### config.mk
export PLATFORM = sky130hd
export DESIGN_NAME = echo_indication_output
export DESIGN_NICKNAME = d
export VERILOG_FILES = /design/src/rtl/echo_portal_pkg.sv /design/src/rtl/echo_msg_fifo.sv /design/src/rtl/echo_indication_output.sv
export SDC_FILE = /design/constraint.sdc
export NUM_CORES = 1
export LEC_CHECK = 0
export CAP_MARGIN = 20
export CORE_UTILIZATION = 56
export DETAILED_ROUTE_END_ITERATION = 6
export PLACE_DENSITY = 0.93
export SLEW_MARGIN = 10
export SYNTH_ARGS = -nofsm -noshare
export SYNTH_HDL_FRONTEND = slang
export SYNTH_SLANG_ARGS = --single-unit
### constraint.sdc
create_clock -name CLK -period 17.4 [get_ports CLK]
set_input_delay 4.35 -clock CLK [delete_from_list [all_inputs] [get_ports CLK]]
set_output_delay 4.35 -clock CLK [all_outputs]
set_load 0.1 [all_outputs]
### src/rtl/echo_portal_pkg.sv
// Shared definitions for the echo indication portal: word width, message
// length, method tag and the beat sequence used to serialize a call.
package echo_portal_pkg;

    localparam int WORD_W     = 32;
    localparam int MSG_LEN    = 3;
    localparam int RULE_COUNT = 0;

    localparam logic [15:0] TAG_HEARD = 16'd1;

    typedef enum logic [1:0] {
        BEAT_HDR  = 2'd0,
        BEAT_METH = 2'd1,
        BEAT_VAL  = 2'd2
    } beat_e;

    // Header word: message length in words (upper half), method tag (lower half).
    function automatic logic [WORD_W-1:0] make_header(input logic [15:0] tag);
        return {16'(MSG_LEN), tag};
    endfunction

endpackage

### src/rtl/echo_msg_fifo.sv
// DEPTH-entry synchronous FIFO holding buffered heard calls as {meth, v}.
// Head data is presented combinationally; storage is not reset.
module echo_msg_fifo #(
    parameter int DEPTH  = 2,
    parameter int DATA_W = 64,
    localparam int PTR_W = $clog2(DEPTH),
    localparam int CNT_W = PTR_W + 1
) (
    input  logic              clk,
    input  logic              rst,
    input  logic              enq,
    input  logic [DATA_W-1:0] enq_data,
    input  logic              deq,
    output logic [DATA_W-1:0] head_data,
    output logic              full,
    output logic              empty,
    output logic [CNT_W-1:0]  count
);

    logic [DATA_W-1:0] mem [DEPTH];
    logic [PTR_W-1:0]  wr_ptr;
    logic [PTR_W-1:0]  rd_ptr;
    logic              do_enq;
    logic              do_deq;

    assign full      = (count == CNT_W'(DEPTH));
    assign empty     = (count == '0);
    assign do_enq    = enq && !full;
    assign do_deq    = deq && !empty;
    assign head_data = mem[rd_ptr];

    always_ff @(posedge clk) begin
        if (do_enq) begin
            mem[wr_ptr] <= enq_data;
        end
    end

    // Pointers are exactly log2(DEPTH) bits, so they wrap without compare logic.
    always_ff @(posedge clk) begin
        if (rst) begin
            wr_ptr <= '0;
            rd_ptr <= '0;
            count  <= '0;
        end else begin
            if (do_enq) begin
                wr_ptr <= wr_ptr + PTR_W'(1);
            end
            if (do_deq) begin
                rd_ptr <= rd_ptr + PTR_W'(1);
            end
            case ({do_enq, do_deq})
                2'b10:   count <= count + CNT_W'(1);
                2'b01:   count <= count - CNT_W'(1);
                default: count <= count;
            endcase
        end
    end

endmodule

### src/rtl/echo_indication_output.sv
// Transmit end of the echo indication portal: buffers heard(meth, v) calls and
// sends each as header/meth/v words. Optional counters: ECHO_INDICATION_OUTPUT_STATS_EN.
module echo_indication_output #(
    parameter int          DEPTH     = 2,
    parameter logic [15:0] TAG_HEARD = echo_portal_pkg::TAG_HEARD
) (
    input  logic        CLK,
    input  logic        nRST,
    input  logic        heard__ENA,
    input  logic [31:0] heard_meth,
    input  logic [31:0] heard_v,
    output logic        heard__RDY,
    output logic        pipe_enq__ENA,
    output logic [31:0] pipe_enq_v,
    input  logic        pipe_enq__RDY,
    input  logic        rule_enable,
    output logic        rule_ready
`ifdef ECHO_INDICATION_OUTPUT_STATS_EN
    ,
    output logic [15:0] msg_count,
    output logic [15:0] drop_count
`endif
);

    import echo_portal_pkg::*;

    localparam int PTR_W = $clog2(DEPTH);
    localparam int CNT_W = PTR_W + 1;

    localparam logic [1:0] S_HDR  = BEAT_HDR;
    localparam logic [1:0] S_METH = BEAT_METH;
    localparam logic [1:0] S_VAL  = BEAT_VAL;

    logic [1:0]          beat;
    logic [1:0]          beat_next;
    logic                fifo_full;
    logic                fifo_empty;
    logic [CNT_W-1:0]    fifo_count;
    logic [2*WORD_W-1:0] head;
    logic                enq;
    logic                deq;
    logic                unused_fifo_count;

    // Readiness is forced low while reset is held so nothing is accepted or sent.
    assign heard__RDY    = !nRST && !fifo_full;
    assign rule_ready    = !nRST && !fifo_empty && pipe_enq__RDY;
    assign pipe_enq__ENA = rule_ready && rule_enable;
    assign enq           = heard__ENA && heard__RDY;
    assign deq           = pipe_enq__ENA && (beat == S_VAL);

    assign unused_fifo_count = ^fifo_count;

    echo_msg_fifo #(
        .DEPTH  (DEPTH),
        .DATA_W (2*WORD_W)
    ) u_fifo (
        .clk       (CLK),
        .rst       (nRST),
        .enq       (enq),
        .enq_data  ({heard_meth, heard_v}),
        .deq       (deq),
        .head_data (head),
        .full      (fifo_full),
        .empty     (fifo_empty),
        .count     (fifo_count)
    );

    always_comb begin
        beat_next  = S_HDR;
        pipe_enq_v = make_header(TAG_HEARD);
        case (beat)
            S_HDR: begin
                beat_next  = S_METH;
                pipe_enq_v = make_header(TAG_HEARD);
            end
            S_METH: begin
                beat_next  = S_VAL;
                pipe_enq_v = head[2*WORD_W-1:WORD_W];
            end
            S_VAL: begin
                beat_next  = S_HDR;
                pipe_enq_v = head[WORD_W-1:0];
            end
            default: begin
                beat_next  = S_HDR;
                pipe_enq_v = make_header(TAG_HEARD);
            end
        endcase
    end

    // A reset mid-message discards the partial message; the next one starts at HDR.
    always_ff @(posedge CLK) begin
        if (nRST) begin
            beat <= S_HDR;
        end else if (pipe_enq__ENA) begin
            beat <= beat_next;
        end
    end

`ifdef ECHO_INDICATION_OUTPUT_STATS_EN
    always_ff @(posedge CLK) begin
        if (nRST) begin
            msg_count  <= '0;
            drop_count <= '0;
        end else begin
            if (deq) begin
                msg_count <= msg_count + 16'd1;
            end
            if (heard__ENA && !heard__RDY && (drop_count != 16'hFFFF)) begin
                drop_count <= drop_count + 16'd1;
            end
        end
    end
`else
    // Statistics counters are absent in this build.
`endif

endmodule

* Yosys cells after proc, flatten, opt, wreduce, memory -nomap -nowiden
Memories as Yosys holds them, arrays and structs flattened. A register that Yosys moved wholly into a read port is not among the register bits.
Index checks and enable logic that the tools add are counted.
** Operators by class
- Add/sub/neg operators :: 4
- Eq/ne operators :: 5
- Multiplexer cells :: 7
- Reductions and logical operators :: 14
** Operators by type and width (count)
- 32-bit one-hot mux with 2 select lines :: 1
- 1-bit logical AND :: 8
- 2-bit one-hot mux with 2 select lines :: 2
- 2-bit == test, second input constant :: 3
- 2-bit by 1-bit == test with 1-bit output, second input constant :: 2
- 2-bit zero test :: 2
- 1-bit 2-to-1 mux :: 4
- 1-bit zero test :: 3
- 1-bit adder, second input constant :: 2
- 2-bit by 1-bit adder with 2-bit output, second input constant :: 1
- 2-bit nonzero test :: 1
- 2-bit by 1-bit subtractor with 2-bit output, second input constant :: 1
** Storage, ports and cells
- Bits in registers :: 6
- Memory bits (writable) :: 128
- Output and inout port bits :: 35
- Memories kept :: 1
** Memories
- u_fifo.mem :: depth 2, bits a word 64, read ports 1, clocked after memory_dff 1, wr ports 1, RTL line echo_msg_fifo.sv:20 : logic [DATA_W-1:0] mem [DEPTH];

* Depth between registers and ports, before layout
Gate-level depths: netlist of the first run.
- Word-level depth :: 9
- Depth in mapped cells :: 9
- Depth with buffers taken out :: 8

* Modules after synthesis
Synthesis of the first run repeated with hierarchy kept, for this count alone.
** Second synthesis, totals
- Cells, all modules :: 319
- Area total of the unflattened synthesis :: 5541.6 sq um
** Modules (own cells, without submodules)
- echo_msg_fifo :: instances 1, cells an instance 225, area each 4823.4 sq um, sequential area each 3943.8 sq um
- echo_indication_output :: instances 1, cells an instance 94, area each 718.2 sq um, sequential area each 40.0 sq um

* Worst setup path before layout of the first run
Ideal clock, no wire load.
- Kind :: in2reg
- From :: in nRST
- To :: mem u_fifo.mem[0][0], enable pin
- Library setup time :: 0.653 ns
- Data arrival time :: 10.670 ns
- Required time :: 16.747 ns
- Setup slack :: 6.077 ns
- Stages on the path :: 1
- Buffers on the path :: 0
- Cells stage by stage :: nor4_1
** On the way
- Cells in the longest elaborated chain, start to end :: 6
** RTL lines
- start, declared :: RTL line echo_indication_output.sv:8 : input logic nRST,
- 1-bit zero test :: RTL line echo_indication_output.sv:45 : assign heard__RDY = !nRST && !fifo_full;
- 1-bit logical AND :: RTL line echo_indication_output.sv:45
- 1-bit logical AND :: RTL line echo_indication_output.sv:48 : assign enq = heard__ENA && heard__RDY;
- 1-bit logical AND :: RTL line echo_msg_fifo.sv:28 : assign do_enq = enq && !full;
- 1-bit 2-to-1 mux :: RTL line echo_msg_fifo.sv:33 : if (do_enq) begin
- 1-bit 2-to-1 mux (implied by the code) :: RTL line echo_msg_fifo.sv:34 : mem[wr_ptr] <= enq_data;
- end, declared :: RTL line echo_msg_fifo.sv:20
No other way between the ends.

* Final worst setup path of the first run
- From :: in nRST
- To :: out pipe_enq__ENA
** On the way
- Cells in the longest elaborated chain, start to end :: 4
** RTL lines
- 1-bit zero test :: RTL line echo_indication_output.sv:46 : assign rule_ready = !nRST && !fifo_empty && pipe_enq__RDY;
- 1-bit logical AND (2 in a row) :: RTL line echo_indication_output.sv:46
- 1-bit logical AND :: RTL line echo_indication_output.sv:47 : assign pipe_enq__ENA = rule_ready && rule_enable;
- end, declared :: RTL line echo_indication_output.sv:13 : output logic pipe_enq__ENA,
No other way between the ends.

==> impl_results.md, run 1 <==
* Hold Path Class: flop to flop
* Min-delay src: u_fifo.rd_ptr
* VDD IR max at just over 60 uV
* Post-CTS Setup Bufs at 0
* Final cycle utilization of the critical path at roughly 62%
* Mapped Avg Cell Area at 17.7 sq um
* Residual DRC at 0
* Hold Violations, Final at 0
* Initial Util at 57.4%
* Number of global-route vias before repair at between 3k and 4k
* Clk_skew at between 0.005 and 0.006 ns
* Crit path time final at approximately 11 ns
* Status: finished clean
* Worst-Margin Slew at between 1 and 1.5 ns
* Vias at about 3.1k
* Clock Tree Root: clkbuf_8
* Avg Vias per Cell at between 5 and 6
* Critical path required time at approximately 13 ns
* Most common cell after layout, fill and taps aside: edfxtp_1
* Hold WS at 0.505 ns
* Die area at around 10,000 sq um
* Post_cts resized at 0
* Critical Path Sink Type: output port
* Hold endpoint: u_fifo.rd_ptr
* Most frequent cells in the layout: 128 x edfxtp_1, 103 x clkdlybuf4s50_1, 36 x mux2_2, 32 x a22oi_1, 30 x nor2b_1
* Worst hold path depth at 2
* Cell taking the most area after synthesis: edfxtp_1
* FF-to-FF Start: u_fifo.count[0]
* Power per cell area at 102 nW/um^2
* Die X at a little over 100 um
* CTS Hold Bufs at 0
* # setup viols final at 0
* First-pass GRT wire length at approximately 16 mm
* FF-to-FF path depth at 4
* Height of the die at between 100 and 150 um
* Worst-Skew Late Latency at approximately 0.50 ns
* Maximum buffer depth of the clock tree at 2
* Diode count at 0
* Clock sink count at 135
* Fillers at between 600 and 700
* Global Route Usage Sum at between 20% and 30%
* Share of post-route cells with drive strength above 1 at 21.9%
* Post-synth EDFFs at approximately 130
* Global route overflow at 0
* GPL Wtd Cong at 0.673
* Largest net degree at the start of global routing at between 60 and 70
* Area fraction of the dominant cell type after synthesis at roughly 69%
* TritonCTS clock tree: done
* Wirelength per Cell at 18.5 um
* Area growth, synth to finish at 30.0%
* Worst Path Max Fanout at 11
* Leak at 2.37 nW
* Ys async rst share at 0%
* Area contributors post-synth: edfxtp_1 69%, mux2_2 7.3%, mux2_4 7.3%, a22oi_1 4.3%, nor2b_1 3.4%
* Critical Path Start Type: primary input
* FF-to-FF End: u_fifo.mem[1][55]
* Pins over their slew limit at 0
* Max cap viols at 0
* Initial antenna violation count at 0
* DRT iter0 DRCs at 147
* First-pass detailed-route iteration total at 5
* Syn Inst Count at about 320
* Max Fclk at about 90 MHz
* Setup TNS Final at 0 ns
* Mapped Nets at 390
* Distinct cells, synth at 26
* Synth Cell Area at 5590 sq um
* H-tree levels at 4
* Critical path type: primary input to output port
* Total CTS buffers at 17
* Buffers on Ports at 103
* Synthesis-stage register bit count at between 100 and 150
* Final net count at 499
* # IOs at 104
* R2r setup slk at around 15 ns
* Yosys Warn Count at 0
* Ys flop type: edfxtp_1
* Post-synthesis sequential area ratio at 71.3%
* DRT Wirelength at roughly 11 mm
* WP data arrival at 6.47 ns
* Clk pin slew, worst setup/hold paths at approximately 0.050 ns
* Slew margin rel. at a little under a third
* DP Wirelength at roughly 6.3 mm
* RSZ-0062 raised after global routing: no
* Cell row count at 36
* Core Area at between 9000 and 10,000 sq um
* Final ANT Viol Nets at 0
flip-flops by register name (all words and copies together), names as in the netlist, named ones only:
name           count
u_fifo.count       2
u_fifo.rd_ptr      1
beat               2
u_fifo.mem       128
u_fifo.wr_ptr      1
per-layer routing:
layer	up-vias	routed length [um]	global-route usage [%]
li1	1446	-	-
met1	1547	4200	23.4
met2	99	5730	38.4
met3	9	540	6.57
met4	0	114	9.45
met5	-	0	0
worst max-delay path by stage:
| stage | start | end | slack, ns |
|---|---|---|---|
| global placement | nRST | pipe_enq__ENA | 6.68 |
| floorplan | nRST | u_fifo.mem[0][0] | 6.08 |
| finish | nRST | pipe_enq__ENA | 6.58 |
| detailed placement | nRST | pipe_enq__ENA | 6.58 |
| global route | nRST | pipe_enq__ENA | 6.49 |
| CTS | nRST | pipe_enq__ENA | 6.57 |
synth_stat cells, types with 2 or more instances:
cell type	number
ha_1	5
dfxtp_1	7
nand2_1	4
edfxtp_1	128
a22oi_1	32
buf_4	2
clkbuf_1	11
buf_6	5
mux2_4	27
mux2_2	36
xor2_1	2
o21ai_0	2
nor2b_1	30
nor2_1	8
o211ai_1	2
mux2i_1	2
inv_1	4
area by class of cell:
cell class / instances / area (sq um) / share of cell area, %
clock buffers: 20 / 425 / 5.86
clock inverters: 12 / 110 / 1.52
inverters: 4 / 15.0 / 0.207
multi-input cells: 159 / 1480 / 20.4
flip-flops and latches: 135 / 3990 / 54.9
well taps: 133 / 166 / 2.29
repair buffers: 108 / 1080 / 14.8
critical path, cell delays in order:
cell,delay [ns]
clkdlybuf4s50_1,0.61
nor2_1,0.24
and2_1,0.15
clkdlybuf4s50_1,1.12
kinds of logic (layout without fill, tap and decap cells):
family / count (synthesis) / count (layout) / share of synthesized area [%]
flops: 135 / 135 / 71.3
mux: 66 / 66 / 15.1
simple gates: 47 / 47 / 4.73
compound gates: 38 / 38 / 5.00
buf+inv: 22 / 144 / 2.28
fa+ha+maj: 5 / 5 / 1.12
xor+xnor: 3 / 3 / 0.471
power breakdown:
group	switching, mW	total, mW	internal [mW]
registers	0.00355	0.373	0.370
clock network	0.121	0.321	0.200
logic	0.0232	0.0478	0.0246
per-stage QoR:
step	std cells	util [%]	area, sq um	power [mW]	setup slack [ns]
after floorplan	316	-	5590	0.404	6.08
after CTS	570	74.5	7250	0.748	6.57
after detailed placement	538	69.0	6710	0.427	6.58
after global routing	571	74.6	7260	0.767	6.49
final	571	74.6	7260	0.742	6.58
after global placement	538	69.0	6710	0.424	6.68
No activity file was read; power rests on OpenSTA's default activity.
==> inputs of run 2 (changes only) <==
--- a/config.mk
+++ b/config.mk
@@ -6,9 +6,9 @@
 export NUM_CORES = 1
 export LEC_CHECK = 0
 export CAP_MARGIN = 20
-export CORE_UTILIZATION = 56
+export CORE_UTILIZATION = 47
 export DETAILED_ROUTE_END_ITERATION = 6
-export PLACE_DENSITY = 0.93
+export PLACE_DENSITY = 0.84
 export SLEW_MARGIN = 10
 export SYNTH_ARGS = -nofsm -noshare
 export SYNTH_HDL_FRONTEND = slang
==> constraint.sdc (replaced) <==
create_clock -name CLK -period 8.7 [get_ports CLK]
set_input_delay 2.175 -clock CLK [delete_from_list [all_inputs] [get_ports CLK]]
set_output_delay 2.175 -clock CLK [all_outputs]
set_load 0.1 [all_outputs]
==> run 2 against run 1 <==
  * Worst setup slack worse by 4.3 ns
  * Clock power is 83% higher
  * The flow now finishes with violations (DRC)
  * Core utilization decreased by 12 points
  * Largest power group unchanged
==> impl_results.md, run 2 (synthesis results as in run 1) <==
* Top Registers: u_fifo.mem: 128 flops, beat: 2 flops, u_fifo.count: 2 flops
* Power per cell area at between 150 and 200 nW/um^2
* Clk pin slew, worst setup/hold paths at ~0.050 ns
* Status: finished, violations left
* Cell row count at 39
* Total power at around 1.4 mW
* Max cap viols at 0
* Post_cts resized at 0
* Buffers on Ports at ~100
* Failing checks: DRC
* Global Route Usage Sum at roughly 18%
* Total CTS buffers at 17
* Worst-Margin Slew at 1.07 ns
* Height of the die at 111 um
* Hold Violations, Final at 0
* Initial antenna violation count at 1
* Final cycle utilization of the critical path at roughly 74%
* Initial Util at between 40% and 50%
* # setup viols final at 0
* Crit-path leading delay family: buffers and inverters
* Global route overflow at 0
* Post-CTS Setup Bufs at 0
* Most frequent CP cell: clkdlybuf4s50_1
* Worst Path Max Fanout at 11
* CP cell instances: clkdlybuf4s50_1, nor2_1, and2_1, clkdlybuf4s50_1
* # IOs at approximately 100
* Hold WS at 0.512 ns
* Fillers at ~850
* First-pass GRT wire length at ~16 mm
* Area growth, synth to finish at 29.1%
* Largest register by flop count: u_fifo.mem
* GPL Wtd Cong at slightly above 0.7
* Critical Path Start Type: primary input
* Diode count at 0
* Die area at roughly 12,000 sq um
* Crit path time final at approximately 6.4 ns
* Core Area at between 10,000 and 15,000 sq um
* Buf/Inv on CP at 2
* H-tree levels at 4
* Vias at about 3k
* Hold Path Class: flop to flop
* Avg Vias per Cell at around 5.3
* Critical Path Sink Type: output port
* Clock Tree Root: clkbuf_16
* Worst-Skew Late Latency at 0.40 ns
* TritonCTS clock tree: done
* Die X at 111 um
* Residual DRC at 14
* Largest net degree at the start of global routing at 66
* RSZ-0062 raised after global routing: no
* VDD IR max at roughly 130 uV
* Clock sink count at ~140
* Crit path setup slack, layout at around 2.3 ns
* Place WS at between 2 and 2.5 ns
* Placed instance area at a little under 7000 sq um
* Slew margin rel. at a little under 30%
* Max Fclk at roughly 160 MHz
* Number of global-route vias before repair at roughly 3.3k
* DRT iter0 DRCs at roughly 220
* CP max stage delay at about 1.1 ns
* Wirelength per Cell at ~18 um
* Most frequent cells in the layout: 128 x edfxtp_1, 103 x clkdlybuf4s50_1, 36 x mux2_2, 32 x a22oi_1, 30 x nor2b_1
* Share of post-route cells with drive strength above 1 at about a fifth
* WP data arrival at ~4.3 ns
* Final net count at around 500
* Pins over their slew limit at 0
* Final cell count without fillers at roughly 580
* Clk_skew at 0.00301 ns
* DRT Wirelength at 10.5 mm
* DP Wirelength at about 6 mm
* Number of flip-flops in the largest register at between 100 and 150
* Setup TNS Final at 0 ns
* CP max-delay cell: clkdlybuf4s50_1
* CTS Hold Bufs at 0
* Fin area at 7210 sq um
* Critical path required time at 6.53 ns
* Final ANT Viol Nets at 0
* Leak at 2.34 nW
* Critical path type: primary input to output port
* Utilization after layout at 62.6%
* Placed Instances at between 500 and 600
* First-pass detailed-route iteration total at 6
* Maximum buffer depth of the clock tree at 2
* Most common cell after layout, fill and taps aside: edfxtp_1
==> run 2: cell types whose count changed in the layout (fill, tap and decap cells not counted) <==
cell and change:
bufinv_16 -2, clkinv_1 +2, clkinvlp_4 -2, buf_8 -1
clkbuf_1 +1, clkbuf_16 +1, clkbuf_8 -1, clkinv_2 -1
nor4_2 -1, nor4_4 +1
==> run 2: layout make-up <==
class / instances / area (sq um) / share of cell area (%)
Clock inverter: 9 / 37.5 / 0.521
Timing Repair Buffer: 107 / 1060 / 14.7
Sequential cell: 135 / 3990 / 55.3
Clock buffer: 21 / 440 / 6.11
Multi-Input combinational cell: 159 / 1490 / 20.7
Inverter: 4 / 15.0 / 0.208
Tap cell: 143 / 179 / 2.48
==> run 2: worst reg2reg max path, stage by stage (launching register included) <==
cell     delay, ns
dfxtp_1       0.43
nor2b_1       0.14
nor2_1        0.17
and3_2        0.20
buf_4         0.68
==> run 2: routing by layer <==
metal	vias up	share of wire (%)	track usage (%)
li1	1439	-	-
met1	1510	42	20.9
met2	88	51	30.7
met3	21	5.4	5.58
met4	2	2.0	8.11
met5	-	0.11	0
==> run 2: power by group <==
group	total [mW]	internal (mW)	switching [mW]	leakage, nW
Clock	0.588	0.352	0.236	0.235
Combinational	0.0954	0.0490	0.0465	0.873
Sequential	0.746	0.740	0.00670	1.23
==> run 2: final timing paths <==
kind	cells after the start	from	to	slack, ns
hold reg to reg	2	u_fifo.rd_ptr	u_fifo.rd_ptr	0.51
setup reg to reg	4	u_fifo.count[0]	u_fifo.mem[1][4]	6.65
setup / recovery	4	nRST	pipe_enq__ENA	2.25
hold / removal	2	u_fifo.rd_ptr	u_fifo.rd_ptr	0.51
==> inputs of run 3 (changes only) <==
--- a/config.mk
+++ b/config.mk
@@ -6,9 +6,9 @@
 export NUM_CORES = 1
 export LEC_CHECK = 0
 export CAP_MARGIN = 20
-export CORE_UTILIZATION = 47
+export CORE_UTILIZATION = 52
 export DETAILED_ROUTE_END_ITERATION = 6
-export PLACE_DENSITY = 0.84
+export PLACE_DENSITY = 0.88
 export SLEW_MARGIN = 10
 export SYNTH_ARGS = -nofsm -noshare
 export SYNTH_HDL_FRONTEND = slang
==> constraint.sdc (replaced) <==
create_clock -name CLK -period 6.6 [get_ports CLK]
set_input_delay 1.65 -clock CLK [delete_from_list [all_inputs] [get_ports CLK]]
set_output_delay 1.65 -clock CLK [all_outputs]
set_load 0.1 [all_outputs]
==> run 3 against run 2 <==
  * Clock power increased by 68%
  * Cell count decreased by 1.0%
  * The run now ends clean
  * Die area decreased by 9.4%
  * Critical path type unchanged
  * Flip-flop and latch count unchanged
==> impl_results.md, run 3 (synthesis results as in run 1) <==
* Worst-Margin Slew at slightly above 1 ns
* Hold WS at 0.517 ns
* Final cycle utilization of the critical path at around 82%
* Most frequent CP cell: clkdlybuf4s50_1
* Worst path depth at 4
* Clk pin slew, worst setup/hold paths at roughly 0.060 ns
* Clock Tree Root: clkbuf_8
* WP data arrival at 3.77 ns
* Post_cts resized at 0
* Clock share of power at between 40% and 50%
* Top Registers: u_fifo.mem: 128 flops, beat: 2 flops, u_fifo.count: 2 flops
* Initial Util at a little over half
* Number of global-route vias before repair at roughly 3.4k
* Sw Ratio at just under 20%
* Total CTS buffers at 17
* DRT iter0 DRCs at roughly 190
* Setup TNS Final at 0 ns
* Most common cell after layout, fill and taps aside: edfxtp_1
* DRT Wirelength at 10.7 mm
* Critical path type: primary input to output port
* Clk_skew at roughly 0.0068 ns
* Status: finished clean
* Power per cell area at 285 nW/um^2
* Internal power at 1.68 mW
* Hold Path Class: flop to flop
* Die X at roughly 110 um
* FF-to-FF path depth at 7
* Final cell count without fillers at approximately 570
* Clock sink count at roughly 140
* Final ANT Viol Nets at 0
* Flop pwr share at a little under half
* Buffers on Ports at around 100
* Most frequent cells in the layout: 128 x edfxtp_1, 103 x clkdlybuf4s50_1, 36 x mux2_2, 32 x a22oi_1, 30 x nor2b_1
* Critical Path Start Type: primary input
* Switching power at between 0.4 and 0.5 mW
* Largest register by flop count: u_fifo.mem
* VDD IR max at 183 uV
* Largest net degree at the start of global routing at 66
* CP max-delay cell: clkdlybuf4s50_1
* Height of the die at ~110 um
* TritonCTS clock tree: done
* Max cap viols at 0
* CP max stage delay at approximately 1.1 ns
* Pins over their slew limit at 0
* Wirelength per Cell at around 19 um
* CTS Hold Bufs at 0
* Met3 WL post-DR at about 520 um
* # IOs at approximately 100
* Initial antenna violation count at 0
* First-pass detailed-route iteration total at 4
* Placed Instances at 541
* Combinational group share of total power at 6.0%
* R2r setup slk at just over 4 ns
* Max Fclk at 184 MHz
* Crit-path leading delay family: buffers and inverters
* Critical Path Sink Type: output port
* Share of post-route cells with drive strength above 1 at a little under a quarter
* # setup viols final at 0
* Residual DRC at 0
* GPL Wtd Cong at ~0.7
* Worst Path Max Fanout at 11
* Leak at about 2.4 nW
* Post-CTS Setup Bufs at 0
* CP cell instances: clkdlybuf4s50_1, nor2_1, and2_1, clkdlybuf4s50_1
* Vias at ~3.1k
* Max layer used: met4
* Avg Vias per Cell at about 5.5
* Crit path time final at 5.42 ns
* First-pass GRT wire length at between 15 and 20 mm
* Diode count at 0
* Number of flip-flops in the largest register at 128
* RSZ-0062 raised after global routing: no
* Worst-Skew Late Latency at around 0.51 ns
* DP Wirelength at between 6 and 7 mm
* Global Route Usage Sum at about a fifth
* Utilization after layout at a little under three quarters
* Cell row count at 37
* Critical path required time at 4.95 ns
* Global route overflow at 0
* Worst hold path depth at 2
* Metal1 wirelength at around 4.3 mm
* DR WL met2 at around 5.7 mm
* Slew margin rel. at a little under a third
* Buf/Inv on CP at 2
* Core Area at 10,400 sq um
* Maximum buffer depth of the clock tree at 2
* Final net count at 498
* Hold Violations, Final at 0
* H-tree levels at 4
* Die area at 11,200 sq um
* Area growth, synth to finish at 31.5%
run 3: cell types whose count changed in the layout (fill, tap and decap cells not counted):
| cell | change |
|---|---|
| bufinv_16 | +5 |
| clkbuf_1 | -4 |
| clkbuf_16 | -1 |
| clkbuf_8 | +1 |
| clkinv_1 | -5 |
| clkinv_4 | +1 |
| clkinvlp_4 | +4 |
run 3: power groups by stage:
stage / registers (mW) / clock network, mW / logic [mW]
global placement: 0.998 / 0 / 0.122
CTS: 0.983 / 0.995 / 0.127
finish: 0.983 / 0.987 / 0.126
floorplan: 1.00 / 0 / 0.0617
detailed placement: 1.00 / 0 / 0.126
global route: 0.985 / 1.04 / 0.135
run 3: cell type report:
cell class,count,area (sq um)
timing repair buffer,107,1060
fill,668,3020
multi-input combinational,159,1490
tap,136,170
inverter,4,15.0
clock buffer,17,414
clock inverter,14,208
sequential,135,3990
run 3: worst min-delay path: stages, from the launching register on:
cell	delay, ns
dfxtp_1	0.32
xor2_1	0.08
nor2_1	0.08
run 3: through the flow:
step / power, mW / area, sq um / setup WS [ns]
global route: 2.16 / 7350 / 1.11
finish: 2.10 / 7350 / 1.18
detailed placement: 1.13 / 6720 / 1.18
floorplan: 1.06 / 5590 / 0.790
CTS: 2.11 / 7350 / 1.19
global placement: 1.12 / 6720 / 1.24
run 3: final timing paths:
kind                                     from         endpoint
worst max-delay path                     nRST    pipe_enq__ENA
worst min-delay path            u_fifo.rd_ptr             flop
worst max register to register        beat[0]  u_fifo.count[1]
worst min register to register  u_fifo.rd_ptr             flop
run 3: per-layer routing:
metal	GRT usage [%]	up-vias
met1	22.3	1574
li1	-	1437
met3	5.01	10
met5	0	-
met4	9.13	0
met2	36.1	106
